[src/rtl/adat_tx_frame_encoder.sv]
// adat_tx_frame_encoder
// ADAT transmit framer and NRZI line encoder. One 8 x 24-bit sample frame plus
// four user bits is accepted per word clock into a holding buffer, moved into a
// 256-bit shift frame at each frame boundary, and serialised one bit per
// i_bit_en strobe: 10-bit sync, user nibble, then 48 separator+nibble groups.
//
// Build option: define ADAT_TX_HOLD_ON_UNDERRUN_EN to retransmit the previous
// frame (samples and user bits) when a boundary finds the buffer empty.
// Without it an underrun frame carries zero samples with the previous user bits.
module adat_tx_frame_encoder #(
    parameter int DATA_WIDTH = 24,
    parameter int NUM_CH     = 8
) (
    input  logic                  i_clk,
    input  logic                  i_rst,
    input  logic                  i_bit_en,
    input  logic [DATA_WIDTH-1:0] i_channels [0:NUM_CH-1],
    input  logic [3:0]            i_user_bits,
    input  logic                  i_valid,
    output logic                  o_ready,
    output logic                  o_adat,
    output logic                  o_frame_start,
    output logic                  o_underrun,
    output logic                  o_active
);

    localparam int FRAME_BITS = 256;
    localparam int NIBBLES    = DATA_WIDTH / 4;
    localparam int CH_SLOT    = NIBBLES * 5;

    typedef enum logic {
        ST_IDLE = 1'b0,
        ST_RUN  = 1'b1
    } state_t;

    // Holding buffer (written by the handshake, drained at frame boundaries)
    logic                  r_hold_full;
    logic [DATA_WIDTH-1:0] r_hold_ch [0:NUM_CH-1];
    logic [3:0]            r_hold_user;

    // Content of the frame currently on the wire (source for underrun fill)
    logic [DATA_WIDTH-1:0] r_frame_ch [0:NUM_CH-1];
    logic [3:0]            r_frame_user;

    // Serialiser state
    state_t                r_state;
    logic [7:0]            r_bit_cnt;
    logic [FRAME_BITS-1:0] r_shift;
    logic                  r_adat;
    logic                  r_frame_start;
    logic                  r_underrun;

    logic                  w_accept;
    logic                  w_consume;
    logic [DATA_WIDTH-1:0] w_src_ch [0:NUM_CH-1];
    logic [3:0]            w_src_user;
    logic [FRAME_BITS-1:0] w_frame_bits;

    assign w_accept  = i_valid && !r_hold_full;

    // The buffer is drained by the IDLE start strobe or by the b=255 strobe.
    // A transfer landing in the same cycle cannot be drained because the
    // buffer was empty going into that edge.
    assign w_consume = i_bit_en && r_hold_full &&
                       ((r_state == ST_IDLE) ||
                        ((r_state == ST_RUN) && (r_bit_cnt == 8'd255)));

    // Pick the samples for the next frame: the buffer if it holds one,
    // otherwise the underrun fill.
    genvar gi;
    generate
        for (gi = 0; gi < NUM_CH; gi++) begin : g_src
`ifdef ADAT_TX_HOLD_ON_UNDERRUN_EN
            assign w_src_ch[gi] = r_hold_full ? r_hold_ch[gi] : r_frame_ch[gi];
`else
            assign w_src_ch[gi] = r_hold_full ? r_hold_ch[gi] : '0;
`endif
        end
    endgenerate

    assign w_src_user = r_hold_full ? r_hold_user : r_frame_user;

    // Frame image, wire order from the MSB down: bit b sits at FRAME_BITS-1-b.
    // Sync (10 zeros), marker 1, U3..U0, marker 1.
    assign w_frame_bits[FRAME_BITS-1 -: 16] = {10'b0, 1'b1, w_src_user, 1'b1};

    // Each channel: six groups of a 1 separator followed by a nibble, MSB first.
    genvar gn;
    generate
        for (gi = 0; gi < NUM_CH; gi++) begin : g_ch
            for (gn = 0; gn < NIBBLES; gn++) begin : g_nib
                localparam int POS = FRAME_BITS - 1 - (16 + CH_SLOT * gi + 5 * gn);
                assign w_frame_bits[POS -: 5] =
                    {1'b1, w_src_ch[gi][DATA_WIDTH-1-4*gn -: 4]};
            end
        end
    endgenerate

    // Holding buffer: capture on handshake, free when moved to the shift frame
    always_ff @(posedge i_clk or negedge i_rst) begin
        if (!i_rst) begin
            r_hold_full <= 1'b0;
            r_hold_user <= '0;
            for (int i = 0; i < NUM_CH; i++) begin
                r_hold_ch[i] <= '0;
            end
        end else if (w_accept) begin
            r_hold_full <= 1'b1;
            r_hold_user <= i_user_bits;
            for (int i = 0; i < NUM_CH; i++) begin
                r_hold_ch[i] <= i_channels[i];
            end
        end else if (w_consume) begin
            r_hold_full <= 1'b0;
        end
    end

    // Framer FSM: start on first buffered frame, then stream 256-bit frames forever
    always_ff @(posedge i_clk or negedge i_rst) begin
        if (!i_rst) begin
            r_state       <= ST_IDLE;
            r_bit_cnt     <= 8'd0;
            r_shift       <= '0;
            r_adat        <= 1'b0;
            r_frame_start <= 1'b0;
            r_underrun    <= 1'b0;
            r_frame_user  <= '0;
            for (int i = 0; i < NUM_CH; i++) begin
                r_frame_ch[i] <= '0;
            end
        end else begin
            r_frame_start <= 1'b0;
            r_underrun    <= 1'b0;
            if (i_bit_en) begin
                case (r_state)
                    ST_IDLE: begin
                        // Start strobe only loads; the first bit goes out next strobe
                        if (r_hold_full) begin
                            r_shift      <= w_frame_bits;
                            r_bit_cnt    <= 8'd0;
                            r_state      <= ST_RUN;
                            r_frame_user <= w_src_user;
                            for (int i = 0; i < NUM_CH; i++) begin
                                r_frame_ch[i] <= w_src_ch[i];
                            end
                        end
                    end
                    ST_RUN: begin
                        // NRZI: a 1 toggles the line, a 0 holds it
                        r_adat        <= r_adat ^ r_shift[FRAME_BITS-1];
                        r_frame_start <= (r_bit_cnt == 8'd0);
                        r_bit_cnt     <= r_bit_cnt + 8'd1;
                        if (r_bit_cnt == 8'd255) begin
                            r_shift      <= w_frame_bits;
                            r_underrun   <= !r_hold_full;
                            r_frame_user <= w_src_user;
                            for (int i = 0; i < NUM_CH; i++) begin
                                r_frame_ch[i] <= w_src_ch[i];
                            end
                        end else begin
                            r_shift <= r_shift << 1;
                        end
                    end
                    default: begin
                        r_state <= ST_IDLE;
                    end
                endcase
            end
        end
    end

    assign o_ready       = !r_hold_full;
    assign o_adat        = r_adat;
    assign o_frame_start = r_frame_start;
    assign o_underrun    = r_underrun;
    assign o_active      = (r_state == ST_RUN);

endmodule

[config.mk]
export PLATFORM = sky130hd
export DESIGN_NAME = adat_tx_frame_encoder
export DESIGN_NICKNAME = d
export VERILOG_FILES = /design/src/rtl/adat_tx_frame_encoder.sv
export SDC_FILE = /design/constraint.sdc
export NUM_CORES = 1
export LEC_CHECK = 0
export ABC_CLOCK_PERIOD_IN_PS = 3040
export CAP_MARGIN = 20
export CORE_ASPECT_RATIO = 1.1
export CORE_MARGIN = 2
export CORE_UTILIZATION = 68
export DETAILED_ROUTE_END_ITERATION = 16
export DONT_BUFFER_PORTS = 1
export PLACE_DENSITY = 0.84
export SETUP_SLACK_MARGIN = 0.05
export SLEW_MARGIN = 15
export SYNTH_ARGS = -nofsm -noshare
export SYNTH_HDL_FRONTEND = slang
export SYNTH_SLANG_ARGS = --single-unit
[constraint.sdc]
create_clock -name i_clk -period 3.04 [get_ports i_clk]
set_input_delay 0.608 -clock i_clk [delete_from_list [all_inputs] [get_ports i_clk]]
set_output_delay 0.608 -clock i_clk [all_outputs]
set_load 0.01 [all_outputs]
==> metrics <==
outcome=finished with violations; failing checks=negative hold slack; Final GP Congestion=0.7890; Netlist cell types=31; wire length per cell=20.46 µm; post-synthesis sequential area ratio=about 63%; CORE AREA=26960 µm²; RR Endpoint=r_shift[41]; worst-path cell chain=buf_12, inv_1; routed vias/inst=roughly 6.4; final worst slack=about 0.63 ns; Flop pwr share=53.6%; total track usage=26.38%; cts repair resizes=0; first-pass GRT wire length=about 60000 µm; delay-heaviest family, CP=buffers and inverters; fraction of registers with async set/reset=100.0%; setup TNS=0 ns; Sink Count=469; Remaining DRCs=0; Num CTS Buffers=45; logic gate share of total power=8.6%; Critical Path Start Type=register; reg2reg path depth=6; initial drt markers=1303; DP Area=18780 µm²; Pins Over Slew Limit=0; Final Cell Area=around 20000 µm²; r2r setup slk=about 0.84 ns; vias in the first global route=11830; post-synth top area share=62.87%; Mapped Nets=1697; leakage=0.009148 µW; layout cells sized above 1=19.80%; Peak VDD IR=roughly 0.61 mV; clk buf depth=3; clock-pin slew of the registers on the worst-case setup and hold paths=0.06 ns; CP max stage delay=approximately 0.52 ns; Die X-Extent=roughly 160 µm; Net count, final=1643; flops & latches, synth=around 470; Worst Clk Skew=around 0.025 ns; final hold slack=-0.2261 ns; top_reg_cell synth=dfrtp_1; Post-synth EDFFs=0; detailed placement HPWL=21790 µm; root buffer cell=clkbuf_16; measured slew at the worst slew-check pin=1.190 ns; vias after detailed routing=11740; P_sw=3324 µW; Setup Viol. Count Final=0; Ports=205; final wirelength=37650 µm; Avg Cell Area, Syn=12.49 µm²; Crit Path Max Fanout=157; HP Class=primary input to asynchronous set/reset pin; Layout fillers=between 1500 and 2000; synthesized cell area=18670 µm²; PD cells=705.0 nW/µm²; Internal=approximately 11000 µW; RSZ-0062 raised after global routing=no; fin crit share=between 70 and 80%; initial antenna violation count=17; H-tree depth=2; Worst Setup End Kind=primary output; Initial DRT Pass Iterations=5; Ys Warns=0; Mapped Cells=between 1000 and 1500; I/O Buffers=0; switch share=between 20% and 30%; Synth area leader=dfrtp_1; FP Rows=63; buffers plus inverters on the worst setup path=2; largest net degree at the start of global routing=470; FF-to-FF Start=r_bit_cnt[0]; CP max stage cell=dfrtp_4; crit path DAT=~1.8 ns; Setup WS pre-CTS=0.8751 ns; Setup Fix Bufs, Post-CTS=0; Hold Vio Cnt, Final=313; Tmin final=2.409 ns; Die Footprint=28800 µm²; P&R area growth vs syn=8.372%; fmax=415.2 MHz; total of max-cap violations=0; antenna viol nets, final=0; ranking of synthesized cells by area=dfrtp_1 63%, mux2_2 12%, a22oi_1 7.8%; critical path class=register to primary output; total power=14260 µW; Slew Limit Headroom=between 20% and 30%; die height=177.8 µm; GR Overflow Total=0; initial core utilization=69.25%; Clock Power Share=37.8%; CTS tree=built; Worst Path Required=2.43 ns; clock insertion delay at the later pin of the skew report=0.55 ns
==> through the flow <==
stage | hold slack, ns | std cells | utilization, %
finish | -0.2261 | 1840 | 75.04
global route | -0.2440 | 1836 | 75.01
CTS | -0.2319 | 1827 | 74.92
detailed placement | 0.3342 | 1751 | 69.65
global placement | 0.3323 | 1751 | 69.65
floorplan | 0.3124 | 1495 | -
==> final cells by class <==
cell class | count | area [µm²] | share of cell area, %
multi-input cells | 900 | 6316 | 31.22
diodes | 13 | 32.53 | 0.1608
inverters | 4 | 15.01 | 0.07422
flip-flops and latches | 469 | 11740 | 58.03
repair buffers | 21 | 257.7 | 1.274
well taps | 357 | 446.7 | 2.208
clock inverters | 7 | 63.81 | 0.3154
clock buffers | 69 | 1359 | 6.717
==> logic make-up after synthesis <==
logic type	count (synthesis)	synth area share (%)
AOI/OAI and AO/OA	463	16.31
xor gates and xnor gates	7	0.3284
adders and majority gates	2	0.1340
buffers and inverters	126	3.458
DFF	469	62.87
muxes	201	12.10
and+or+nand+nor	227	4.806
==> synth_stat cells, types with 2 or more instances <==
cell type  count
clkbuf_2       5
nor3_1         2
o21ai_0       83
nand3_1        2
dfrtp_1      469
mux2_2       197
nand2_1      202
ha_1           2
o21ai_1      121
a22o_1        11
xor2_1         4
inv_1          4
clkbuf_1      56
xnor2_1        3
buf_6         15
nor2_1        11
buf_1          3
nand4_1        2
a22oi_1      195
a21oi_2        2
o22a_1        50
buf_2         43
mux2i_1        4
nor4_1         2
==> metal layers <==
layer | global-route usage (%) | up-vias | share of wire [%] | wire (µm)
li1 | - | 5290 | - | -
met1 | 35.60 | 6036 | 41 | 15490
met2 | 42.22 | 331 | 50 | 18690
met3 | 6.847 | 77 | 6.6 | 2490
met4 | 9.181 | 8 | 2.4 | 914
met5 | 0 | - | 0.14 | 53
==> power by group through the flow <==
stage | combinational [µW] | sequential [µW] | clock (µW)
floorplan | 1040 | 7560 | 0
global placement | 1150 | 7690 | 0
detailed placement | 1230 | 7730 | 0
CTS | 1250 | 7630 | 5450
global route | 1390 | 7740 | 5720
finish | 1230 | 7640 | 5390
==> state kept, by name (all words and copies together) (netlist names) <==
register and flops:
o_underrun 1, o_adat 1, r_shift 256, r_bit_cnt 8
r_hold_full 1, r_frame_user 4, r_hold_user 4, o_frame_start 1
r_hold_ch 192, o_active 1
==> worst max path at each step <==
stage / end / startpoint / slack (ns) / cells after the start
global route: o_ready / r_hold_full / 0.53 / 2
floorplan: r_hold_ch[0] / i_valid / 1.22 / 5
global placement: r_shift[244] / r_bit_cnt[0] / 0.96 / 6
detailed placement: r_shift[226] / r_bit_cnt[0] / 0.88 / 6
CTS: o_ready / r_hold_full / 0.60 / 2
finish: o_ready / r_hold_full / 0.63 / 2
==> placed cells by master, fill, tap and decap left out, types with 2 or more instances in the layout <==
cell type	Yosys	final
o21ai_1	121	120
nor3_1	2	2
nand3_1	2	2
diode_2	0	13
a22o_1	11	11
xnor2_1	3	3
buf_12	0	8
o21ai_0	83	83
clkbuf_1	56	12
inv_1	4	4
clkinv_2	0	5
a22oi_1	195	195
xor2_1	4	4
buf_4	0	13
mux2i_1	4	4
nor4_1	2	2
mux2_2	197	197
nand2_1	202	201
o22a_1	50	50
nand4_1	2	2
ha_1	2	2
clkbuf_16	0	47
clkbuf_8	0	10
dfrtp_1	469	468
nor2_1	11	11
Note: power is estimated with default switching activity, not from simulation.
